## config.mk

```make
export PLATFORM = sky130hd
export DESIGN_NAME = dbg_commit_queue
export DESIGN_NICKNAME = d
export VERILOG_FILES = /design/src/rtl/dbg_commit_queue.sv
export SDC_FILE = /design/constraint.sdc
export NUM_CORES = 1
export LEC_CHECK = 0
export CORE_UTILIZATION = 30
export DETAILED_ROUTE_END_ITERATION = 7
export HOLD_SLACK_MARGIN = 0.1
export PLACE_DENSITY = 0.49
export SLEW_MARGIN = 20
export SYNTH_ARGS = -nofsm -noshare
export SYNTH_HDL_FRONTEND = slang
export SYNTH_SLANG_ARGS = --single-unit
```

## constraint.sdc

```tcl
create_clock -name clk -period 7 [get_ports clk]
set_clock_uncertainty 0.1 [all_clocks]
set_input_delay 1.05 -clock clk [delete_from_list [all_inputs] [get_ports clk]]
set_output_delay 1.05 -clock clk [all_outputs]
set_load 0.02 [all_outputs]
```

## src/rtl/dbg_commit_queue.sv

```systemverilog
// dbg_commit_queue: in-order retire-record FIFO replaying one record per cycle to the Dbg block.
module dbg_commit_queue #(
  parameter int          DEPTH    = 4,
  parameter logic [31:0] RESET_PC = 32'h80000000,
  parameter int          CNT_W    = 64
) (
  input  logic             clk,
  input  logic             reset,
  input  logic             wb_valid,
  output logic             wb_ready,
  input  logic [31:0]      wb_pc,
  input  logic [31:0]      wb_inst,
  input  logic             wb_gpr_wen,
  input  logic [4:0]       wb_gpr_waddr,
  input  logic [31:0]      wb_gpr_wdata,
  input  logic             wb_csr_wen,
  input  logic [11:0]      wb_csr_waddr,
  input  logic [31:0]      wb_csr_wdata,
  input  logic             wb_brk,
  input  logic             wb_ivd,
  input  logic             dbg_stall,
  output logic [31:0]      pc,
  output logic [31:0]      inst,
  output logic             done,
  output logic             gpr_wen,
  output logic [31:0]      gpr_waddr,
  output logic [31:0]      gpr_wdata,
  output logic             csr_wen,
  output logic [31:0]      csr_waddr,
  output logic [31:0]      csr_wdata,
  output logic             brk,
  output logic             ivd,
  output logic             halted,
  output logic [CNT_W-1:0] retire_cnt
);
  localparam int AW = $clog2(DEPTH);
  typedef struct packed {
    logic [31:0] pc;
    logic [31:0] inst;
    logic        gpr_wen;
    logic [4:0]  gpr_waddr;
    logic [31:0] gpr_wdata;
    logic        csr_wen;
    logic [11:0] csr_waddr;
    logic [31:0] csr_wdata;
    logic        brk;
    logic        ivd;
  } rec_t;
  rec_t        mem [DEPTH];
  rec_t        head;
  logic [AW:0] wr_ptr, rd_ptr;
  logic        full, empty, push, pop;
  assign full     = (wr_ptr[AW] != rd_ptr[AW]) && (wr_ptr[AW-1:0] == rd_ptr[AW-1:0]);
  assign empty    = wr_ptr == rd_ptr;
  assign wb_ready = !full && !halted;
  assign push     = wb_valid && wb_ready;
  assign pop      = !empty && !dbg_stall;
  assign head     = mem[rd_ptr[AW-1:0]];
  always_ff @(posedge clk)
    if (push)
      mem[wr_ptr[AW-1:0]] <= '{wb_pc, wb_inst, wb_gpr_wen, wb_gpr_waddr, wb_gpr_wdata,
                               wb_csr_wen, wb_csr_waddr, wb_csr_wdata, wb_brk, wb_ivd};
  always_ff @(posedge clk) begin
    if (reset) begin
      wr_ptr <= '0;
      rd_ptr <= '0;
      halted <= 1'b0;
    end else begin
      wr_ptr <= push ? wr_ptr + (AW+1)'(1) : wr_ptr;
      rd_ptr <= pop ? rd_ptr + (AW+1)'(1) : rd_ptr;
      halted <= halted || (push && (wb_brk || wb_ivd));
    end
  end
  // Strobed flags are pulsed per pop; payload fields hold until the next pop.
  always_ff @(posedge clk) begin
    if (reset) begin
      pc         <= RESET_PC;
      inst       <= '0;
      done       <= 1'b0;
      gpr_wen    <= 1'b0;
      gpr_waddr  <= '0;
      gpr_wdata  <= '0;
      csr_wen    <= 1'b0;
      csr_waddr  <= '0;
      csr_wdata  <= '0;
      brk        <= 1'b0;
      ivd        <= 1'b0;
      retire_cnt <= '0;
    end else begin
      done    <= pop;
      gpr_wen <= pop && head.gpr_wen && (head.gpr_waddr != 5'd0);
      csr_wen <= pop && head.csr_wen;
      brk     <= pop && head.brk;
      ivd     <= pop && head.ivd;
      if (pop) begin
        pc         <= head.pc;
        inst       <= head.inst;
        gpr_waddr  <= {27'd0, head.gpr_waddr};
        gpr_wdata  <= head.gpr_wdata;
        csr_waddr  <= {20'd0, head.csr_waddr};
        csr_wdata  <= head.csr_wdata;
        retire_cnt <= retire_cnt + CNT_W'(1);
      end
    end
  end
endmodule

```

==> results of run 1 <==
==> stage by stage <==
step	cell area (um2)	setup slack (ns)	power (uW)	utilization [%]	hold WS (ns)
2_1_floorplan	30800	1.20	7000	-	0.379
3_3_place_gp	35700	2.42	7800	35.5	0.346
3_5_place_dp	35700	2.41	7830	35.5	0.348
6_report	39000	3.23	12700	38.8	0.354
5_1_grt	39000	3.10	13200	38.8	0.367
4_1_cts	38900	3.12	12900	38.7	0.356
==> worst max-delay path by stage <==
| stage | startpoint | endpoint | slack, ns | cells after the start |
|---|---|---|---|---|
| 3_3_place_gp | wb_valid | mem[3][44] | 2.42 | 5 |
| 4_1_cts | wb_valid | mem[3][133] | 3.12 | 5 |
| 6_report | rd_ptr[1] | wb_ready | 3.23 | 3 |
| 2_1_floorplan | wb_valid | mem[3][0] | 1.20 | 3 |
| 5_1_grt | wb_valid | mem[2][63] | 3.10 | 5 |
| 3_5_place_dp | wb_valid | mem[3][44] | 2.41 | 5 |
==> power by group through the flow <==
stage          registers [uW]  logic (uW)  clock network, uW
6_report                 5690        1970               4990
5_1_grt                  5730        2160               5320
4_1_cts                  5700        2030               5150
3_5_place_dp             5800        2030                  0
3_3_place_gp             5790        2010                  0
2_1_floorplan            5950        1050                  0
==> cell usage in the layout (no fill, tap or decap), drive strengths merged, types with 5 or more instances in the layout <==
cell and instances:
a21oi 176, o21ai 19, clkbuf 120, clkinvlp 7
bufinv 10, and4 5, xor2 23, or4 15
conb 47, edfxtp 596, clkinv 36, and3 8
ha 6, nor2 54, mux2 6, nand3 22
clkdlybuf4s50 367, xnor2 12, o31ai 10, inv 16
dfxtp 223, nand2 327, or3 14, nand4 37
mux4 149, nor3 8, buf 20, and2 11
nor2b 7, nor4 17
==> area by class of cell <==
type                            instances  area share (%)
Clock buffer                          119            6.61
Multi-Input combinational cell        986            19.6
Timing Repair Buffer                  388            10.3
Tap cell                             1357            4.35
Inverter                               12           0.116
Antenna cell                            3          0.0193
Clock inverter                         57            1.59
Sequential cell                       819            57.4
==> kinds of logic after synthesis <==
family / share of synthesized area [%]
buf+inv: 2.63
simple gates: 8.19
flops: 73.0
other cells: 0.0122
fa+ha+maj: 0.245
mux: 11.2
xor+xnor: 1.03
compound gates: 3.69
==> worst max-delay path: stages, from the launching register on <==
cell and delay, ns:
dfxtp_1 0.33, xnor2_1 0.72, a31oi_1 0.30, clkdlybuf4s50_1 0.62
==> flip-flops by register name, indices dropped and copies added (netlist names), named ones only <==
register and cells:
wr_ptr 3, csr_waddr 12, rd_ptr 3, done 1, gpr_wen 1, halted 1
pc 32, gpr_waddr 5, ivd 1, csr_wdata 32, inst 32, brk 1
retire_cnt 64, csr_wen 1, mem 596, gpr_wdata 32
==> per-layer routing <==
metal	wire length, um	part of all wire, %	global-route usage, %	vias up
met4	1690	2.2	4.55	30
met2	36700	48	24.0	501
li1	-	-	-	7976
met1	33200	43	19.4	8851
met3	5170	6.7	3.77	137
met5	204	0.27	0	-
==> impl_metrics.env, run 1 <==
export IMPL_intPower_uw=9410
export IMPL_synth_top_area_share_pct=58.4
export IMPL_power_switching_uw=3250
export IMPL_crit_path_end_kind="primary output"
export IMPL_synth_seq_area_share_pct=73.0
export IMPL_htreeDepth=3
export IMPL_dieArea_um2=103000
export IMPL_num_vias=17500
export IMPL_syn_cell_area_um2=30600
export IMPL_synth_ff_type="edfxtp_1"
export IMPL_cap_viol_max_count=0
export IMPL_slew_limit_headroom_pct=28.9
export IMPL_drc=0
export IMPL_start_kind="register"
export IMPL_r2r_start="wr_ptr[1]"
export IMPL_yosys_top_cells_area="edfxtp_1 58%, dfxtp_1 15%, mux4_2 11%"
export IMPL_tightest_slew_ns=1.07
export IMPL_wl_per_cell_um=20.6
export IMPL_regArea_um2=22400
export IMPL_min_delay_start="inst[26]"
export IMPL_grt_pass1_wl_mm=114
export IMPL_worstHoldPathCells=2
export IMPL_cts_clk_slew_worst_paths_ns=0.05
export IMPL_arrival_ns=2.62
export IMPL_cts_root_buf="clkbuf_16"
export IMPL_finalCritPeriodShare_pct=53.8
export IMPL_synth_seq_cells=819
export IMPL_place_congestion=0.805
export IMPL_p_leak_uw=0.0124
export IMPL_dr_pass1_iters=5
export IMPL_rsz0062_at_grt="false"
export IMPL_yosys_top_cells_count="596 x edfxtp_1, 327 x nand2_1, 223 x dfxtp_1"
export IMPL_hpwl_mm=46.2
export IMPL_vdd_drop_max_uv=193
export IMPL_first_iter_violations=1219
export IMPL_rows=116
export IMPL_clkLatencyLatePin_ns=0.66
export IMPL_post_route_min_period_ns=3.77
export IMPL_cts_resized=0
export IMPL_async_flop_share_pct=0
export IMPL_syn_inst=1918
export IMPL_io_buffers=368
export IMPL_worstPathRequired_ns=5.85
export IMPL_pwr_share_comb_pct=15.6
export IMPL_final_antenna_net_count=0
export IMPL_p_seq_share_pct=45.0
export IMPL_grt_pass1_vias=18000
export IMPL_chipWidth_um=321
export IMPL_ys_types=47
export IMPL_synthToLayoutAreaGrowth_pct=27.3
export IMPL_hold_viol=0
export IMPL_r2r_cells=4
export IMPL_clock_sinks=819
export IMPL_grt_use_total_pct=14.8
export IMPL_final_cells=3741
export IMPL_synth_most_common_cell="edfxtp_1"
export IMPL_min_path_type="reg -> reg"
export IMPL_synth_area_per_cell_um2=16.0
export IMPL_slew_viol_final=0
export IMPL_antenna_found_initial=17
export IMPL_cts_buffers=93
export IMPL_status="completed"
export IMPL_vias_per_cell=4.68
export IMPL_start_util_pct=30.4
export IMPL_grt_max_degree=155
export IMPL_p_clk_share_pct=39.4
export IMPL_cts_tree="done"
export IMPL_grt_overflow=0
export IMPL_reg2reg_setup_slack_ns=3.40
export IMPL_place_inst=3559
export IMPL_multi_input_comb_area_um2=7660
export IMPL_fp_dieH_um=321
export IMPL_layout_nets=2459
export IMPL_coreArea_um2=101000
export IMPL_yosys_warnings=0
export IMPL_ctsHoldBuffers=0
export IMPL_post_cts_buffers=0
export IMPL_setup_viol=0
export IMPL_holdPathEnd="inst[26]"
export IMPL_post_synth_top_area_cell="edfxtp_1"
export IMPL_drt_wl_total_mm=76.9
export IMPL_fmax_mhz=265
export IMPL_cts_path_max_buffers=3
export IMPL_n_fill_cell=9278
export IMPL_ios=416
export IMPL_layout_drive_gt1_share_pct=14.7
export IMPL_r2r_end="mem[2][29]"
export IMPL_path_max_fanout=6
export IMPL_fin_setup_tns_ns=0
export IMPL_sw_frac_of_total_pct=25.7
export IMPL_power_density_nw_per_um2=325
export IMPL_crit_type="reg -> out"
export IMPL_synth_edff_count=596
(Power assumes the default switching activity.)
==> inputs of run 2 (changes only) <==
- PLACE_DENSITY: 0.49 -> 0.51
- clock period: 7 -> 3.4 ns (I/O delays scaled with it)
==> impl_metrics.env, run 2 (synthesized netlist as in run 1, its figures left out) <==
export IMPL_crit_type="reg -> out"
export IMPL_grt_overflow=0
export IMPL_vias_per_cell=4.64
export IMPL_status="completed"
export IMPL_grt_pass1_wl_mm=115
export IMPL_htreeDepth=3
export IMPL_critPathTopFamily="buffers and inverters"
export IMPL_power_total_uw=25400
export IMPL_arrival_ns=2.47
export IMPL_setup_viol=0
export IMPL_fp_dieH_um=321
export IMPL_coreArea_um2=101000
export IMPL_synthToLayoutAreaGrowth_pct=27.3
export IMPL_r2r_end="retire_cnt[37]"
export IMPL_n_fill_cell=9360
export IMPL_dr_pass1_iters=5
export IMPL_holdPathEnd="inst[20]"
export IMPL_cts_root_buf="clkbuf_16"
export IMPL_worstHoldPathCells=2
export IMPL_rows=116
export IMPL_p_leak_uw=0.0124
export IMPL_antenna_found_initial=14
export IMPL_layout_common_cells="596 x edfxtp_1, 367 x clkdlybuf4s50_1, 327 x nand2_1"
export IMPL_crit_chain="xnor2_2, a31oi_1, clkdlybuf4s50_1"
export IMPL_slowest_stage="clkdlybuf4s50_1"
export IMPL_final_cells=3760
export IMPL_cts_path_max_buffers=3
export IMPL_holdWs_ns=0.352
export IMPL_num_vias=17500
export IMPL_fin_setup_tns_ns=0
export IMPL_wl_per_cell_um=20.6
export IMPL_hold_viol=0
export IMPL_cts_tree="done"
export IMPL_reg2reg_setup_slack_ns=0.75
export IMPL_drt_wl_total_mm=77.4
export IMPL_start_util_pct=30.4
export IMPL_cap_viol_max_count=0
export IMPL_place_congestion=0.845
export IMPL_layout_nets=2480
export IMPL_largest_reg_flops=596
export IMPL_r2r_start="wr_ptr[0]"
export IMPL_cts_clk_slew_worst_paths_ns=0.06
export IMPL_clock_sinks=819
export IMPL_grt_pass1_vias=18200
export IMPL_clkLatencyLatePin_ns=0.65
export IMPL_final_antenna_net_count=0
export IMPL_final_common_cell="edfxtp_1"
export IMPL_r2r_cells=5
export IMPL_tightest_slew_ns=0.984
export IMPL_first_iter_violations=957
export IMPL_io_buffers=368
export IMPL_ios=416
export IMPL_crit_path_max_incr_delay_ns=0.67
export IMPL_layout_drive_gt1_share_pct=15.2
export IMPL_place_inst=3585
export IMPL_path_max_fanout=6
export IMPL_post_route_util_pct=38.7
export IMPL_finalCritPeriodShare_pct=90.5
export IMPL_drc=0
export IMPL_slew_viol_final=0
export IMPL_dieArea_um2=103000
export IMPL_min_delay_start="inst[20]"
export IMPL_hpwl_mm=47.0
export IMPL_fmax_mhz=325
export IMPL_crit_start="wr_ptr[0]"
export IMPL_grt_use_total_pct=14.9
export IMPL_path_buf_inv=1
export IMPL_start_kind="register"
export IMPL_vdd_drop_max_uv=444
export IMPL_crit_path_end_kind="primary output"
export IMPL_worstPathRequired_ns=2.79
export IMPL_post_route_min_period_ns=3.08
export IMPL_min_path_type="reg -> reg"
export IMPL_grt_max_degree=127
export IMPL_cts_buffers=91
export IMPL_chipWidth_um=321
export IMPL_rsz0062_at_grt="false"
export IMPL_power_density_nw_per_um2=653
export IMPL_slew_limit_headroom_pct=34.4
## run 2: worst max-delay path by stage
stage / cells after the start / slack (ns) / to
CTS: 3 / 0.26 / wb_ready
global route: 3 / 0.21 / wb_ready
global placement: 6 / 0.63 / mem[2][1]
finish: 3 / 0.32 / wb_ready
floorplan: 3 / -0.33 / mem[3][0]
detailed placement: 7 / 0.63 / retire_cnt[43]
## run 2: area by class of cell
type	count	area, um2	area share, %
antenna	4	10.0	0.0257
clock buffer	129	2600	6.67
clock inverter	42	334	0.857
inverter	12	45.0	0.116
multi-input combinational	986	7670	19.7
sequential	819	22400	57.4
tap	1357	1700	4.36
timing repair buffer	411	4250	10.9
## run 2: what timing repair did
| action | in CTS | in global routing |
|---|---|---|
| setup buffers | 0 | 0 |
| gates resized for setup | 1 | 0 |
| setup endpoints to repair | 1 | 0 |
| hold buffers | 0 | 0 |
## run 2: per-layer routing
| metal | wire length [um] | global-route usage, % | up-vias |
|---|---|---|---|
| li1 | - | - | 7997 |
| met1 | 32000 | 18.5 | 8842 |
| met2 | 37800 | 24.9 | 483 |
| met3 | 5990 | 4.74 | 110 |
| met4 | 1500 | 4.25 | 22 |
| met5 | 138 | 0 | - |
## run 2: metrics by stage
stage,cell area [um2],setup slack (ns)
after floorplan,30800,-0.328
after global placement,36000,0.631
after detailed placement,36000,0.630
after CTS,39000,0.263
after global routing,39000,0.214
final,39000,0.324
## run 2: where the power goes
group | switching (uW) | total (uW) | internal, uW
registers | 333 | 11700 | 11400
clock network | 3970 | 9550 | 5570
logic | 2270 | 4160 | 1890
## run 2: worst register-to-register path, delay by kind of cell, from the launching register on
| kind | cells | cell delay (ns) |
|---|---|---|
| flops | 1 | 0.54 |
| mux | 1 | 0.38 |
| simple gates | 2 | 0.65 |
| compound gates | 1 | 0.62 |
| xor+xnor | 1 | 0.25 |
==> inputs of run 3 (changes only) <==
- SLEW_MARGIN: 20 -> default
==> results of run 3 <==
No change in the layout: final DEF, timing and power equal those of run 2.
